<file path="src/rtl/mem_arb_pkg.sv">
// Shared types and helpers for the memory arbiter: FSM state encoding and grant index width.
package mem_arb_pkg;

    typedef enum logic [1:0] {
        ST_IDLE,
        ST_ISSUE,
        ST_WAIT,
        ST_DONE
    } arb_state_e;

    function automatic int grant_width(input int n);
        return (n > 2) ? $clog2(n) : 1;
    endfunction

endpackage

</file>
<file path="src/rtl/mem_arb_picker.sv">
// Combinational requester selection: round-robin starting after ptr_i, or fixed priority (index 0 highest).
module mem_arb_picker
    import mem_arb_pkg::*;
#(
    parameter  int NUM_MASTERS = 2,
    localparam int GW          = grant_width(NUM_MASTERS)
) (
    input  logic [NUM_MASTERS-1:0] req_i,
    input  logic [GW-1:0]          ptr_i,
    input  logic                   rr_mode_i,
    output logic [GW-1:0]          idx_o,
    output logic                   valid_o
);

    logic [GW-1:0] cand [NUM_MASTERS];

    // cand[k] = (ptr + 1 + k) mod NUM_MASTERS; the sum never reaches 2*NUM_MASTERS
    for (genvar gi = 0; gi < NUM_MASTERS; gi++) begin : g_cand
        logic [GW:0] sum;
        assign sum      = {1'b0, ptr_i} + (GW+1)'(gi + 1);
        assign cand[gi] = (sum >= (GW+1)'(NUM_MASTERS)) ? GW'(sum - (GW+1)'(NUM_MASTERS))
                                                        : sum[GW-1:0];
    end

    always_comb begin
        logic found;
        found = 1'b0;
        idx_o = '0;
        for (int i = 0; i < NUM_MASTERS; i++) begin
            if (!found) begin
                if (rr_mode_i && req_i[cand[i]]) begin
                    idx_o = cand[i];
                    found = 1'b1;
                end else if (!rr_mode_i && req_i[i]) begin
                    idx_o = GW'(i);
                    found = 1'b1;
                end
            end
        end
        valid_o = found;
    end

endmodule

</file>
<file path="src/rtl/mem_arbiter.sv">
// N-master arbiter in front of a single memory controller port (IDLE/ISSUE/WAIT/DONE).
// Define MEM_ARB_TIMEOUT_EN to add a WAIT watchdog and the timeout_err output.
module mem_arbiter
    import mem_arb_pkg::*;
#(
    parameter  int NUM_MASTERS    = 2,
    parameter  int ADDR_WIDTH     = 24,
    parameter  int DATA_WIDTH     = 16,
    parameter  int RR_EN          = 1,
    parameter  int TIMEOUT_CYCLES = 1024,
    localparam int GW             = grant_width(NUM_MASTERS)
) (
    input  logic                                   clk,
    input  logic                                   rst_n,
    input  logic [NUM_MASTERS-1:0][ADDR_WIDTH-1:0] m_addr,
    input  logic [NUM_MASTERS-1:0][DATA_WIDTH-1:0] m_data_in,
    input  logic [NUM_MASTERS-1:0]                 m_r_en,
    input  logic [NUM_MASTERS-1:0]                 m_w_en,
    output logic [NUM_MASTERS-1:0]                 m_cplt,
    output logic [DATA_WIDTH-1:0]                  m_data_out,
    output logic [ADDR_WIDTH-1:0]                  mem_addr,
    output logic [DATA_WIDTH-1:0]                  mem_data_in,
    output logic                                   mem_r_en,
    output logic                                   mem_w_en,
    input  logic                                   mem_rdy,
    input  logic                                   mem_cplt,
    input  logic [DATA_WIDTH-1:0]                  mem_data_out,
    output logic [GW-1:0]                          grant_id,
    output logic                                   arb_busy
`ifdef MEM_ARB_TIMEOUT_EN
    ,
    output logic                                   timeout_err
`endif
);

    if (NUM_MASTERS < 2 || NUM_MASTERS > 8 || TIMEOUT_CYCLES < 1) begin : g_param_check
        $error("mem_arbiter: illegal parameter value");
    end

    arb_state_e              state_q;
    logic [GW-1:0]           grant_q;
    logic [GW-1:0]           rr_ptr_q;
    logic [ADDR_WIDTH-1:0]   mem_addr_q;
    logic [DATA_WIDTH-1:0]   mem_data_q;
    logic                    mem_r_en_q;
    logic                    mem_w_en_q;
    logic [NUM_MASTERS-1:0]  m_cplt_q;
    logic [DATA_WIDTH-1:0]   m_data_out_q;
    logic [GW-1:0]           pick_idx;
    logic                    pick_valid;

`ifdef MEM_ARB_TIMEOUT_EN
    localparam int TW = $clog2(TIMEOUT_CYCLES + 1);
    logic [TW-1:0] tmo_cnt_q;
    logic          timeout_err_q;
`endif

    mem_arb_picker #(
        .NUM_MASTERS(NUM_MASTERS)
    ) u_picker (
        .req_i    (m_r_en | m_w_en),
        .ptr_i    (rr_ptr_q),
        .rr_mode_i(RR_EN != 0),
        .idx_o    (pick_idx),
        .valid_o  (pick_valid)
    );

    always_ff @(posedge clk or negedge rst_n) begin
        if (!rst_n) begin
            state_q      <= ST_IDLE;
            grant_q      <= '0;
            rr_ptr_q     <= GW'(NUM_MASTERS - 1);
            mem_addr_q   <= '0;
            mem_data_q   <= '0;
            mem_r_en_q   <= 1'b0;
            mem_w_en_q   <= 1'b0;
            m_cplt_q     <= '0;
            m_data_out_q <= '0;
`ifdef MEM_ARB_TIMEOUT_EN
            tmo_cnt_q     <= '0;
            timeout_err_q <= 1'b0;
`endif
        end else begin
            unique case (state_q)
                ST_IDLE: begin
                    // Write wins when a master raises both enables
                    if (mem_rdy && pick_valid) begin
                        state_q    <= ST_ISSUE;
                        grant_q    <= pick_idx;
                        mem_addr_q <= m_addr[pick_idx];
                        mem_data_q <= m_data_in[pick_idx];
                        mem_w_en_q <= m_w_en[pick_idx];
                        mem_r_en_q <= !m_w_en[pick_idx];
                    end
                end
                ST_ISSUE: begin
                    state_q    <= ST_WAIT;
                    mem_r_en_q <= 1'b0;
                    mem_w_en_q <= 1'b0;
`ifdef MEM_ARB_TIMEOUT_EN
                    tmo_cnt_q  <= '0;
`endif
                end
                ST_WAIT: begin
                    if (mem_cplt) begin
                        state_q            <= ST_DONE;
                        m_cplt_q[grant_q]  <= 1'b1;
                        m_data_out_q       <= mem_data_out;
                    end
`ifdef MEM_ARB_TIMEOUT_EN
                    else if (tmo_cnt_q == TW'(TIMEOUT_CYCLES - 1)) begin
                        state_q           <= ST_DONE;
                        m_cplt_q[grant_q] <= 1'b1;
                        m_data_out_q      <= '0;
                        timeout_err_q     <= 1'b1;
                    end else begin
                        tmo_cnt_q <= tmo_cnt_q + 1'b1;
                    end
`endif
                end
                ST_DONE: begin
                    state_q      <= ST_IDLE;
                    m_cplt_q     <= '0;
                    m_data_out_q <= '0;
                    rr_ptr_q     <= grant_q;
`ifdef MEM_ARB_TIMEOUT_EN
                    timeout_err_q <= 1'b0;
`endif
                end
                default: state_q <= ST_IDLE;
            endcase
        end
    end

    assign m_cplt      = m_cplt_q;
    assign m_data_out  = m_data_out_q;
    assign mem_addr    = mem_addr_q;
    assign mem_data_in = mem_data_q;
    assign mem_r_en    = mem_r_en_q;
    assign mem_w_en    = mem_w_en_q;
    assign grant_id    = grant_q;
    assign arb_busy    = (state_q != ST_IDLE);
`ifdef MEM_ARB_TIMEOUT_EN
    assign timeout_err = timeout_err_q;
`endif

endmodule

</file>
<file path="config.mk">
export PLATFORM = sky130hd
export DESIGN_NAME = mem_arbiter
export DESIGN_NICKNAME = d
export VERILOG_FILES = /design/src/rtl/mem_arb_pkg.sv /design/src/rtl/mem_arb_picker.sv /design/src/rtl/mem_arbiter.sv
export SDC_FILE = /design/constraint.sdc
export NUM_CORES = 1
export LEC_CHECK = 0
export ABC_AREA = 1
export ABC_CLOCK_PERIOD_IN_PS = 1260
export CAP_MARGIN = 15
export CORE_ASPECT_RATIO = 0.6
export CORE_MARGIN = 2
export CORE_UTILIZATION = 39
export DETAILED_ROUTE_END_ITERATION = 12
export PLACE_DENSITY = 0.78
export SETUP_SLACK_MARGIN = 0.4
export SLEW_MARGIN = 20
export SYNTH_ARGS = -nofsm -noshare
export SYNTH_HDL_FRONTEND = slang
export SYNTH_SLANG_ARGS = --single-unit
</file>
<file path="constraint.sdc">
create_clock -name clk -period 1.26 [get_ports clk]
set_input_delay 0.189 -clock clk [delete_from_list [all_inputs] [get_ports clk]]
set_output_delay 0.189 -clock clk [all_outputs]
set_load 0.01 [all_outputs]
</file>
# Word level (Yosys, flattened, before mapping)
# Cells that the tools add are included.
[totals]
reg_bits = 64
[op_classes]
n_addsub = 4
n_lt_le_gt_ge = 7
n_eq_ne = 5
mux = 31
bitwise = 2
n_reduce_logical = 11
[op_table]
columns = ["cell", "n"]
rows = [
  ["2-to-1 mux 16 bit", 3],
  ["2-to-1 mux 24 bit", 2],
  ["case mux 16 bit (2 select lines)", 1],
  ["2-to-1 mux 1 bit", 17],
  ["< comparator 1 x 2 -> 1 bit (second input constant)", 4],
  ["case mux 2 bit (4 select lines)", 1],
  ["AND reduction 2 bit", 4],
  ["2-to-1 mux 2 bit", 3],
  ["nonzero test 2 bit", 3],
  ["equality test 2 bit (second input constant)", 2],
  ["greater-or-equal comparator 2 bit (second input constant)", 2],
  ["inequality test 2 bit (second input constant)", 2],
  ["OR 2 bit", 2],
  ["case mux 1 bit (2 select lines)", 2],
  ["case mux 2 bit (2 select lines)", 1],
  ["adder 1 x 1 -> 2 bit (second input constant)", 1],
  ["adder 1 x 2 -> 2 bit (second input constant)", 1],
  ["equality test 2 x 1 -> 1 bit (second input constant)", 1],
  ["logical AND 1 bit", 2],
  ["logical NOT 2 bit", 1],
  ["subtractor 1 bit (second input constant)", 2],
  ["demux 1 bit (select 1 bit)", 1],
  ["greater-or-equal comparator 1 bit (second input constant)", 1],
  ["logical NOT 1 bit", 1],
]

# Logic depth before layout (Yosys ltp)
[logic_depth]
word_depth = 13
depth_mapped = 8
ltp_nobuf = 7

# Hierarchy
# From an unflattened synthesis, not the netlist that was laid out.
[unflattened]
hier_cells = 446
area_unflattened_um2 = 3278.1
[by_module_without_submodules]
columns = ["mod", "instances", "cells_each", "area_each_um2"]
rows = [
  ["mem_arbiter", 1, 439, 3249.4],
  ["mem_arb_picker", 1, 7, 28.8],
]

# Least setup slack after synthesis
# Ideal clock, no wire load.
[synth_path]
path_type = "reg-to-reg"
from = "register state_q[0]"
to = "register m_data_out_q[0], in the netlist m_data_out[0]"
t_arrival_ns = 1.253
path_slack_ns = -0.111
stages_incl_launch_ff = 8
cell_sequence = "dfrtp_1 inv_1 ha_1 nand2_1 nand2_2 buf_6 nand3_1 nand2_1"
[synth_between]
elab_chain_len = 3
[synth_rtl]
columns = ["element", "line_no", "text"]
rows = [
  ["start, declared", "mem_arbiter.sv:40", "arb_state_e state_q;"],
  ["start signal, assigned", "mem_arbiter.sv:70", "state_q <= ST_IDLE;"],
  ["start signal, assigned", "mem_arbiter.sv:88", "state_q <= ST_ISSUE;"],
  ["start signal, assigned", "mem_arbiter.sv:97", "state_q <= ST_WAIT;"],
  ["equality test 2 bit", "mem_arbiter.sv:84", "unique case (state_q)"],
  ["inequality test 2 bit (no line) or nonzero test 2 bit (tied branches)", "n/a", ""],
  ["AND reduction 2 bit (no line)", "n/a", ""],
  ["end signal, assigned", "mem_arbiter.sv:108", "m_data_out_q <= mem_data_out;"],
  ["end, declared", "mem_arbiter.sv:48", "logic [DATA_WIDTH-1:0] m_data_out_q;"],
]
# Several ways; a longest one is shown, not always the timed one.
# A chain may end at the register's enable or synchronous reset.

# Worst setup path after layout
[layout_path]
from = "register state_q[1]"
to = "output port arb_busy"
[layout_between]
elab_chain_len = 1
[layout_rtl]
columns = ["element", "line_no", "text"]
rows = [
  ["nonzero test 2 bit", "mem_arbiter.sv:142", "assign arb_busy = (state_q != ST_IDLE);"],
  ["end, declared", "mem_arbiter.sv:29", "output logic arb_busy"],
]
# Every way passes these cells.

==> summary.md <==
| Metric | Value |
|---|---|
| Chip Height | 80.4 um |
| Worst-margin pin slew | 0.345 ns |
| Most used cell along the critical path | inv_2 |
| Number of flip-flops and latches in the synthesized netlist | 64 |
| Required @ worst endpoint | 1.07 ns |
| Final Max Slew Viols | 0 |
| Type of the setup path with the least slack | reg -> out |
| Distinct cell type count of the synthesized netlist | 27 |
| Global route total overflow | 0 |
| Clock transition at the registers of the reported paths | 0.05 ns |
| First-pass iteration count of the detailed router | 5 |
| Power Density | 2160 nW/um2 |
| Dpl cells | 761 |
| RePlAce Congestion | 0.825 |
| Setup skew after layout | 0.00620 ns |
| Fraction of final layout cells with drive strength greater than 1 | 0.405 |
| Violation count after the first detailed-route iteration | 265 |
| Crit. Startpoint | state_q[1] |
| Top-level port count | 166 |
| CTS max path bufs | 2 |
| Final design utilization | 0.705 |
| Combinational share of power | 0.570 |
| Post-synthesis cell count | 468 |
| Power Internal | 8.64 mW |
| Initial core utilization | 0.407 |
| Detailed-placement wirelength estimate | 7290 um |
| Sequential-to-total area share from yosys stat | 0.422 |
| Row count | 27 |
| Stage delay of the slowest cell on the critical path | 0.40 ns |
| Slew HR | 0.770 |
| Period minus WS final | 1.34 ns |
| Ranking of synthesized cells by area | dfrtp_1 (42%), nand2_1 (15%), nand3_2 (11%), inv_1 (8.8%), nand2_2 (7.1%) |
| Run status | finished with violations |
| Switching part of the total | 0.392 |
| Count of port buffers added during placement | 165 |
| Insertion delay to the later sink of the worst-skew pair | 0.32 ns |
| Remaining design rule violation count | 0 |
| Clock group share of total power | 0.173 |
| Maxcap violations | 0 |
| Maximum level of the CTS H-tree | 3 |
| Number of failing setup endpoints in the final timing report | 63 |
| Dominant register cell in the synthesized netlist | dfrtp_1 |
| Routed len/inst | 15.2 um |
| Count of buffering cells on the critical path with inverters included | 3 |
| EDFF count, synth | 0 |
| Leakage dissipation | 3.52 nW |
| Post-route setup slack | -0.0781 ns |
| CP Launch Type | register |
| Wire length of the first global-routing pass | 18100 um |
| Number of nets at the end of the flow | 811 |
| Type of the worst min-delay path | in -> async |
| Die area | 10600 um2 |
| Total via count after detailed routing | 3824 |
| Slowest stage cell on the critical path | dfrtp_1 |
| Number of global-route vias before repair | 3751 |
| Core Footprint | 9320 um2 |
| Wire length reported by the detailed router | 12700 um |
| Final instance count without filler cells | 837 |
| Antenna diode count | 0 |
| Top cell type by total area after synthesis | dfrtp_1 |
| Clock tree from TritonCTS | yes |
| Post-synth ARST share | 1.00 |
| Setup repair after global routing missed its margin | true |
| Maximum ir drop on the vdd rail | 0.953 mV |
| Number of failing hold endpoints at the final stage | 0 |
| Final-layout setup total negative slack | -2.08 ns |
| Total routing resource utilization after global routing | 0.215 |
| Leading cell types by count after synthesis | nand2_1 (152), inv_1 (89), dfrtp_1 (63), nand2_2 (43), nand3_2 (40) |
| Post-route fraction of the period consumed by the critical path | 1.06 |
| Number of sinks driven by the clock tree | 64 |
| Synth Cell Area | 3790 um2 |
| Endpoint arrival time on the critical path | 1.15 ns |
| Violated checks | setup timing |
| Filler Cells Inserted | 697 |
| ANT nets after route | 0 |
| Root buffer cell | clkbuf_16 |
| Yosys warnings | 0 |
| Worst hold slack across all endpoints | 0.414 ns |
| TritonCTS Buffers | 9 |
| Share of Yosys cell area claimed by the top area cell type | 0.416 |
| Die span in x | 131 um |
| Area added between synthesis and finish | 73.3% |
| Mean area per synthesized cell | 8.11 um2 |
| Via density per instance | 4.57 |
| Antenna violations before repair | 0 |
| Family of cells with the greatest summed delay on the critical path | flip-flops |
| R2R Path Start | state_q[1] |
| Most numerous cell in the Yosys netlist | nand2_1 |
| Pin count of the biggest net entering global routing | 65 |
| Total net switching power | 5.57 mW |
| Worst Setup End Kind | output pin |
| Sequential cell fraction of total power | 0.258 |
| Critical Path, Cell by Cell | inv_2 > ha_4 > inv_2 > buf_6 |
| Synthesized Nets | 577 |
| Largest fanout on the critical path | 3 |
| Achievable Freq | 0.747 GHz |
## worst reg2reg max path, stage by stage, from the launching register on
cell and delay [ns]:
dfrtp_1 0.40, inv_2 0.09, ha_4 0.18, nand3_4 0.10, buf_8 0.16, clkbuf_16 0.16, nand2_1 0.07, nand2_1 0.06
## sequential cells by signal (all words and copies together), names as in the netlist
register,count
rr_ptr_q,1
mem_r_en,1
mem_addr,24
m_data_out,16
m_cplt,2
mem_data_in,16
mem_w_en,1
grant_id,1
state_q,2
## kinds of logic (layout without fill, tap and decap cells)
kind of cell	Yosys count	in the layout	share of synthesized area
DFF	64	64	0.422
AOI/OAI and AO/OA	6	6	0.00890
buffers and inverters	113	352	0.157
and+or+nand+nor	280	280	0.395
adders and majority gates	5	5	0.0165
## layer usage
layer	vias up	GRT usage	wire (um)
met5	-	0	0
met4	0	0.0717	153
met3	16	0.0593	813
met2	155	0.353	5970
met1	1783	0.278	5750
li1	1870	-	-
## repair_timing
item                                    in CTS  in global routing
hold buffers                                 1                  0
gates cloned                                 3                 11
pin swaps                                    4                 12
resized for setup                          289                 42
setup buffers                               21                 24
hold endpoints to repair                    63                  0
endpoints found under the setup margin     126                126
## placed cells by master (no fill, tap or decap), types with 2 or more instances in the layout
| cell type | synthesis | final |
|---|---|---|
| buf_12 | 8 | 7 |
| buf_2 | 6 | 49 |
| buf_4 | 4 | 47 |
| buf_6 | 1 | 23 |
| clkbuf_16 | 0 | 17 |
| clkdlybuf4s50_1 | 0 | 101 |
| clkinv_2 | 0 | 2 |
| clkinv_4 | 0 | 2 |
| dfrtp_1 | 63 | 63 |
| ha_4 | 0 | 4 |
| inv_1 | 89 | 86 |
| inv_2 | 1 | 4 |
| inv_8 | 1 | 2 |
| nand2_1 | 152 | 131 |
| nand2_2 | 43 | 57 |
| nand2_4 | 2 | 5 |
| nand2_8 | 0 | 4 |
| nand3_1 | 36 | 31 |
| nand3_2 | 40 | 45 |
| nor2_1 | 2 | 2 |
| o21ai_1 | 2 | 2 |
| o21ai_2 | 1 | 2 |
## layout make-up
cell class                      instances  area, um2  area share
Timing Repair Buffer                  239       2270       0.345
Multi-Input combinational cell        291       1810       0.276
Clock inverter                          5       56.3     0.00856
Clock buffer                           11        243      0.0369
Timing Repair inverter                  4       50.0     0.00761
Sequential cell                        64       1600       0.244
Inverter                               93        378      0.0575
Tap cell                              130        163      0.0247
## worst paths after layout
check	to	slack [ns]	cells past startpoint
max	arb_busy	-0.08	4
min	m_data_out[10]	0.41	3
max reg2reg	mem_addr[6]	-0.06	7
min reg2reg	mem_addr[5]	0.47	2
max in group asynchronous	rr_ptr_q	0.54	3
min in group clk	m_data_out[0]	0.42	3
## stage by stage
step	total power, mW	worst slack (ns)	instance area (um2)
5_1_grt	15.1	-0.151	6570
6_report	14.2	-0.0781	6570
3_3_place_gp	9.80	-0.332	5620
4_1_cts	12.6	-0.0532	5990
3_5_place_dp	9.99	-0.368	5620
2_1_floorplan	7.05	0.00902	3850
## power by group through the flow
stage	Combinational, mW	Clock [mW]	Sequential, mW
global placement	6.18	0	3.62
floorplan	3.02	0	4.02
global route	8.79	2.59	3.77
detailed placement	6.34	0	3.65
finish	8.10	2.45	3.66
CTS	6.50	2.49	3.61
Note: power is estimated with default switching activity, not from simulation.
